$ cat config.mk
export PLATFORM = sky130hd
export DESIGN_NAME = mac_output_serializer
export DESIGN_NICKNAME = d
export VERILOG_FILES = /design/src/rtl/mac_output_serializer.sv
export SDC_FILE = /design/constraint.sdc
export NUM_CORES = 1
export LEC_CHECK = 0
export BUFFER_PORTS_ARGS = -buffer_cell sky130_fd_sc_hd__buf_2
export CORE_MARGIN = 3
export CORE_UTILIZATION = 50
export DETAILED_ROUTE_END_ITERATION = 16
export GPL_ROUTABILITY_DRIVEN = 0
export PLACE_DENSITY = 0.72
export SYNTH_ARGS = -nofsm -noshare
export SYNTH_HDL_FRONTEND = slang
export SYNTH_SLANG_ARGS = --single-unit
export TNS_END_PERCENT = 10
$ cat constraint.sdc
create_clock -name clk -period 1.7 [get_ports clk]
set_input_delay 0.255 -clock clk [delete_from_list [all_inputs] [get_ports clk]]
set_output_delay 0.255 -clock clk [all_outputs]
set_load 0.1 [all_outputs]
$ cat src/rtl/mac_output_serializer.sv
// Streams each captured accumulator result out LSB byte first over an 8-bit
// ready/valid bus, with a one-entry pending buffer and a saturating drop counter.
module mac_output_serializer #(
    parameter int ACC_WIDTH = 24
) (
    input  logic                 clk,
    input  logic                 rst,
    input  logic [ACC_WIDTH-1:0] acc_in,
    input  logic                 acc_valid_in,
    input  logic                 overflow_in,
    input  logic                 out_ready,
    output logic [7:0]           data_out,
    output logic                 data_valid_out,
    output logic [1:0]           byte_idx_out,
    output logic                 last_out,
    output logic                 overflow_out,
    output logic                 busy_out,
    output logic                 dropped_out,
    output logic [3:0]           drop_count_out
);

    localparam int         NUM_BYTES = ACC_WIDTH / 8;
    localparam logic [1:0] LAST_IDX  = 2'(NUM_BYTES - 1);

    typedef enum logic {
        IDLE = 1'b0,
        SEND = 1'b1
    } state_t;

    state_t                 state_q, state_d;
    logic [ACC_WIDTH-1:0]   word_q, word_d;
    logic                   ovf_q, ovf_d;
    logic [1:0]             idx_q, idx_d;
    logic                   valid_q, valid_d;
    logic [7:0]             data_q, data_d;
    logic                   last_q, last_d;
    logic [ACC_WIDTH-1:0]   pend_q, pend_d;
    logic                   pend_ovf_q, pend_ovf_d;
    logic                   pend_full_q, pend_full_d;
    logic                   dropped_q, dropped_d;
    logic [3:0]             drop_cnt_q, drop_cnt_d;

    logic                   accept_s;
    logic                   last_accept_s;
    logic                   drop_s;
    logic [ACC_WIDTH-1:0]   byte_sh_s;

    assign accept_s      = valid_q & out_ready;
    assign last_accept_s = accept_s & (idx_q == LAST_IDX);

    // Next-state, capture, pending-buffer and drop bookkeeping.
    always_comb begin
        state_d     = state_q;
        word_d      = word_q;
        ovf_d       = ovf_q;
        idx_d       = idx_q;
        pend_d      = pend_q;
        pend_ovf_d  = pend_ovf_q;
        pend_full_d = pend_full_q;
        drop_s      = 1'b0;

        case (state_q)
            IDLE: begin
                if (acc_valid_in) begin
                    state_d = SEND;
                    word_d  = acc_in;
                    ovf_d   = overflow_in;
                    idx_d   = 2'd0;
                end else begin
                    state_d = IDLE;
                end
            end
            SEND: begin
                if (last_accept_s) begin
                    // Pending word has priority; a coincident new result refills pending.
                    if (pend_full_q) begin
                        word_d = pend_q;
                        ovf_d  = pend_ovf_q;
                        idx_d  = 2'd0;
                        if (acc_valid_in) begin
                            pend_d     = acc_in;
                            pend_ovf_d = overflow_in;
                        end else begin
                            pend_full_d = 1'b0;
                        end
                    end else if (acc_valid_in) begin
                        word_d = acc_in;
                        ovf_d  = overflow_in;
                        idx_d  = 2'd0;
                    end else begin
                        state_d = IDLE;
                        ovf_d   = 1'b0;
                        idx_d   = 2'd0;
                    end
                end else begin
                    if (accept_s) begin
                        idx_d = idx_q + 2'd1;
                    end else begin
                        idx_d = idx_q;
                    end
                    if (acc_valid_in) begin
                        if (pend_full_q) begin
                            drop_s = 1'b1;
                        end else begin
                            pend_d      = acc_in;
                            pend_ovf_d  = overflow_in;
                            pend_full_d = 1'b1;
                        end
                    end else begin
                        drop_s = 1'b0;
                    end
                end
            end
            default: begin
                state_d     = IDLE;
                idx_d       = 2'd0;
                ovf_d       = 1'b0;
                pend_full_d = 1'b0;
            end
        endcase

        dropped_d = drop_s;
        if (drop_s && (drop_cnt_q != 4'd15)) begin
            drop_cnt_d = drop_cnt_q + 4'd1;
        end else begin
            drop_cnt_d = drop_cnt_q;
        end
    end

    // Output-facing registers are derived from the next state so they change with it.
    always_comb begin
        byte_sh_s = word_d >> {idx_d, 3'b000};
        valid_d   = (state_d == SEND);
        if (valid_d) begin
            data_d = byte_sh_s[7:0];
            last_d = (idx_d == LAST_IDX);
        end else begin
            data_d = 8'd0;
            last_d = 1'b0;
        end
    end

    // State register with synchronous reset.
    always_ff @(posedge clk) begin
        if (rst) begin
            state_q     <= IDLE;
            word_q      <= '0;
            ovf_q       <= 1'b0;
            idx_q       <= 2'd0;
            valid_q     <= 1'b0;
            data_q      <= 8'd0;
            last_q      <= 1'b0;
            pend_q      <= '0;
            pend_ovf_q  <= 1'b0;
            pend_full_q <= 1'b0;
            dropped_q   <= 1'b0;
            drop_cnt_q  <= 4'd0;
        end else begin
            state_q     <= state_d;
            word_q      <= word_d;
            ovf_q       <= ovf_d;
            idx_q       <= idx_d;
            valid_q     <= valid_d;
            data_q      <= data_d;
            last_q      <= last_d;
            pend_q      <= pend_d;
            pend_ovf_q  <= pend_ovf_d;
            pend_full_q <= pend_full_d;
            dropped_q   <= dropped_d;
            drop_cnt_q  <= drop_cnt_d;
        end
    end

    assign data_out       = data_q;
    assign data_valid_out = valid_q;
    assign byte_idx_out   = idx_q;
    assign last_out       = last_q;
    assign overflow_out   = ovf_q;
    assign busy_out       = (state_q == SEND) | pend_full_q;
    assign dropped_out    = dropped_q;
    assign drop_count_out = drop_cnt_q;

endmodule
### After elaboration in Yosys (flattened, before gate mapping)

Cells that the tools add are included.

| word-level totals | value |
|---|---|
| flip-flop bits (word level) | 68 |
| latch bits | 0 |
| memory bits (writable) | 0 |
| memories kept | 0 |
| ROM bits | 0 |
| output and inout bits | 19 |
| word-level logic and storage cells | 66 |

| operators by class | value |
|---|---|
| equal/unequal tests | 8 |
| magnitude comparators | 0 |
| div/mod/pow operators | 0 |
| shifts and indexed selects | 1 |
| $add $sub $neg | 2 |
| bitwise gates (word level) | 5 |
| mux-type cells | 33 |
| reduce and logical (&&, ||, !) cells | 6 |
| $mul | 0 |

Operator list:

| kind | number |
|---|---|
| $mux W24 | 8 |
| $pmux W24 S2 | 1 |
| $shr A24 B5 Y8 | 1 |
| $mux W1 | 18 |
| $mux W2 | 3 |
| $ne A2 B2 Y1 const B | 3 |
| $reduce_and A5 Y1 | 1 |
| $add A4 B1 Y4 const B | 1 |
| $eq A2 B2 Y1 const B | 2 |
| $ne A2 B1 Y1 const B | 2 |
| $ne A4 B4 Y1 const B | 1 |
| $pmux W1 S2 | 2 |
| $pmux W2 S2 | 1 |
| $reduce_and A2 Y1 | 2 |
| $add A2 B1 Y2 const B | 1 |
| $and A1 B1 Y1 | 2 |
| $not A1 Y1 | 2 |
| $reduce_bool A2 Y1 | 1 |
| $reduce_or A2 Y1 | 1 |
| $logic_and A1 B1 Y1 | 1 |
| $or A1 B1 Y1 | 1 |

### Logic depth before layout (Yosys ltp)

| depth | value |
|---|---|
| depth in word-level cells | 6 |
| depth in mapped cells | 9 |
| gate-level depth less buffers | 7 |

### Worst setup path before layout

OpenSTA, ideal clock, no wires.

| path | value |
|---|---|
| path kind | register to register |
| from | reg idx_q[0], in the netlist byte_idx_out[0] |
| to | reg data_q[7], in the netlist data_out[7] |
| data arrival time | 2.272 ns |
| stages on the path, launching flop included | 9 |
| slack | -0.699 ns |
| path buffers | 1 |
| cell sequence | dfxtp_1 > inv_1 > ha_1 > nor3b_1 > o21ai_1 > buf_6 > nand2_1 > mux2i_1 > o22ai_1 |

| on the way | value |
|---|---|
| longest elaborated chain between the ends | 6 |
| elaborated cells between the ends (all ways) | 14 |
| those cells by class | 1 x add/sub; 1 x eq/ne; 1 x shift; 8 x mux; 2 x bitwise; 1 x reduce/logical |

Ends and longest elaborated chain:

| item | line | RTL |
|---|---|---|
| start, declared | 33 | `logic [1:0] idx_q, idx_d;` |
| start signal, assigned | 162 | `idx_q <= idx_d;` |
| branches (longest 6 deep; another with $add A2 B1 Y2) | - |  |
| end signal, assigned | 164 | `data_q <= data_d;` |
| end, declared | 35 | `logic [7:0] data_q, data_d;` |

Several ways; the timed one is not identified.
A chain may end at the register's enable or synchronous reset.

### Worst setup path after layout

| path | value |
|---|---|
| from | reg idx_q[0], in the netlist byte_idx_out[0] |
| to | reg data_q[3], in the netlist data_out[3] |

Same word-level chain as after synthesis.

==> results_dict.tcl <==
set metrics [dict create \
    violations "setup timing" \
    vias 2609 \
    finalHoldViolCount 0 \
    rsz0062_at_grt "true" \
    fin_crit_ns 1.80 \
    start_util_pct 53.5 \
    avgRoutedWirePerCell_um 17.2 \
    slew_violations 0 \
    max_freq_mhz 556 \
    track_usage_pct 22.0 \
    drt_iter0_markers 195 \
    grt_max_degree 43 \
    worstHoldPathType "primary input to register" \
    cts_buffers 9 \
    yosysTopAreaCellShare_pct 44.6 \
    synthXorXnorAreaFrac_pct 0.287 \
    synthSimpleGateAreaFrac_pct 11.9 \
    overflow 0 \
    die_area_um2 7080 \
    ff2ff_setup_slack_ns -0.1 \
    netlist_area_um2 3050 \
    grt_pass1_vias 2584 \
    max_slew_margin_pct 67.5 \
    cellLeakagePower_nw 1.64 \
    synth_top_area_cell "dfxtp_1" \
    layout_setup_ws_ns -0.0980 \
    synth_area_leaders "dfxtp_1, mux2i_1, o22ai_1" \
    nets 406 \
    tns_ns -0.109 \
    multi_input_area_um2 1610 \
    cts_max_level 3 \
    fin_worst_skew_ns 0.00715 \
    boundaryPins 48 \
    synth_top_family_by_area "multiplexers" \
    cp.arrival_ns 2.02 \
    critical_path_required_ns 1.92 \
    synth.area.mux_share_pct 18.4 \
    avgSynthCellArea_um2 9.72 \
    worstSetupEndpoint "data_out[3]$_SDFF_PP0_" \
    ctsRootBufferMaster "clkbuf_8" \
    crit_start "byte_idx_out[0]$_SDFF_PP0_" \
    cp-end-kind "register" \
    setup_viol_count_final 3 \
    postRouteAntennaNets 0 \
    ir_worst_vdd_v 0.000630 \
    drive_gt1_share_pct 29.5 \
    finalNonFillerCells 452 \
    powerDensity_nw_per_um2 1000 \
    ys_ff_latch 68 \
    max_slew.worst_pin.slew_ns 0.491 \
    die_w_um 84.1 \
    postSynthCellCount 314 \
    syn_to_final_growth_pct 25.3 \
    synthAdderAreaFrac_pct 0.820 \
    grt_pass1_wl_um 12500 \
    clk_latency_ns 0.35 \
    rr_startpoint "byte_idx_out[0]$_SDFF_PP0_" \
    placedCellCount 428 \
    place_area_um2 3470 \
    antenna_found_initial 0 \
    num_rows 27 \
    clkSinkCount 68 \
    reg2reg_depth 9 \
    crit_path_max_fanout 6 \
    regArea_um2 1370 \
    final_area_um2 3820 \
    setup.worst_path.start_class "register" \
    maxCapViolations 0 \
    io_buffers 47 \
    clk_pin_slew_ns 0.07 \
    syn_nets 345 \
    fillCellCount 465 \
    synth_cell_types 37 \
    core_um2 5710 \
    r2r-end "data_out[3]$_SDFF_PP0_" \
    status "finished, violations left" \
    drc 0 \
    die_h_um 84.1 \
    n_antenna_cell 0 \
    yosysWarnings 0 \
    synth-seq-area-share_pct 44.6 \
    wirelength_um 7760 \
    cts_tree "built" \
    via_per_inst 5.77 \
    synth_compound_area_share_pct 17.9 \
    period_share_pct 106 \
    clockBufferDepth 2 \
    dr.pass1.iters 4 \
    crit_type "register to register" \
    hpwlAfterDp_um 4820 \
]
## area by class of cell
class / instances / area share (%)
Clock buffer: 14 / 3.99
Multi-Input combinational cell: 215 / 42.0
Tap cell: 72 / 2.36
Sequential cell: 68 / 35.9
Inverter: 5 / 0.491
Timing Repair Buffer: 76 / 14.3
Clock inverter: 2 / 0.916
## repair_timing
| action | CTS | global route |
|---|---|---|
| hold buffers | 0 | 0 |
| pin swaps | 0 | 9 |
| buffers inserted | 0 | 7 |
| gates cloned | 0 | 1 |
| gates resized for setup | 2 | 26 |
| setup endpoints to repair | 11 | 36 |
## registers in the layout (all words and copies together) (netlist names)
| register | cells |
|---|---|
| data_out | 8 |
| pend_full_q | 1 |
| last_out | 1 |
| pend_q | 24 |
| byte_idx_out | 2 |
| dropped_out | 1 |
| data_valid_out | 1 |
| word_q | 24 |
| drop_count_out | 4 |
| overflow_out | 1 |
| pend_ovf_q | 1 |
## critical path, stage by stage, from the launching register on
cell and delay [ns]:
dfxtp_4 0.35, inv_2 0.04, ha_4 0.18, nor3b_4 0.20
o21ai_2 0.10, buf_6 0.15, buf_4 0.13, buf_4 0.12
a31oi_1 0.27, o22ai_1 0.14
## how the worst min path moves through the flow
stage | start | to | cells after the start
final | rst | data_valid_out$_SDFF_PP0_ | 2
after global routing | rst | data_valid_out$_SDFF_PP0_ | 2
after CTS | rst | data_valid_out$_SDFF_PP0_ | 2
after detailed placement | pend_q[18]$_SDFFE_PP0P_ | pend_q[18]$_SDFFE_PP0P_ | 2
after global placement | pend_q[7]$_SDFFE_PP0P_ | pend_q[7]$_SDFFE_PP0P_ | 2
after floorplan | overflow_in | pend_ovf_q$_SDFFE_PP0P_ | 2
## synthesized netlist by cell type (all sizes together)
library cell,number
a21oi,5
a221oi,4
a222oi,4
a22o,8
a22oi,12
a2bb2oi,1
a31o,1
a31oi,4
a32o,1
and2,1
and4,1
and4bb,1
buf,20
clkbuf,7
dfxtp,68
ha,2
inv,5
mux2i,56
nand2,10
nand3,2
nand3b,1
nand4,1
nor2,42
nor2b,13
nor3,2
nor3b,1
o21a,1
o21ai,5
o22ai,32
or2,1
or3,1
xor2,1
## report_power, final
part           internal [mW]  switching [mW]  total, mW
Clock                  0.718           0.572       1.29
Sequential              1.69          0.0634       1.76
Combinational          0.307           0.478      0.785
## metrics by stage
stage | total power [mW] | hold WS (ns) | setup WS [ns] | utilization (%)
2_1_floorplan | 2.33 | 0.402 | -0.138 | -
4_1_cts | 3.81 | 0.115 | 0.00675 | 64.2
3_5_place_dp | 2.51 | 0.480 | -0.0943 | 60.8
6_report | 3.83 | 0.140 | -0.0980 | 67.0
3_3_place_gp | 2.50 | 0.477 | -0.0490 | 60.8
5_1_grt | 3.99 | 0.146 | -0.121 | 67.0
## layout by cell type, fill, tap and decap left out, types with 8 or more instances in the layout
master / count
a22o_1: 8
a22oi_1: 10
buf_2: 46
buf_4: 19
clkbuf_8: 10
dfxtp_1: 65
mux2i_1: 55
nor2_1: 42
nor2b_1: 13
o22ai_1: 29
## routing by layer
| layer | part of all wire [%] | track usage, % | vias to the layer above | routed length (um) |
|---|---|---|---|---|
| met5 | 0 | 0 | - | 0 |
| li1 | - | - | 1281 | - |
| met4 | 1.6 | 7.75 | 0 | 127 |
| met3 | 5.8 | 8.15 | 11 | 449 |
| met2 | 49 | 34.8 | 87 | 3810 |
| met1 | 44 | 27.7 | 1230 | 3380 |
## logic make-up after synthesis
family,count (synthesis)
compound gates,78
xor+xnor,1
fa+ha+maj,2
buf+inv,32
flops,68
mux,56
simple gates,77
Note: power is estimated with default switching activity, not from simulation.
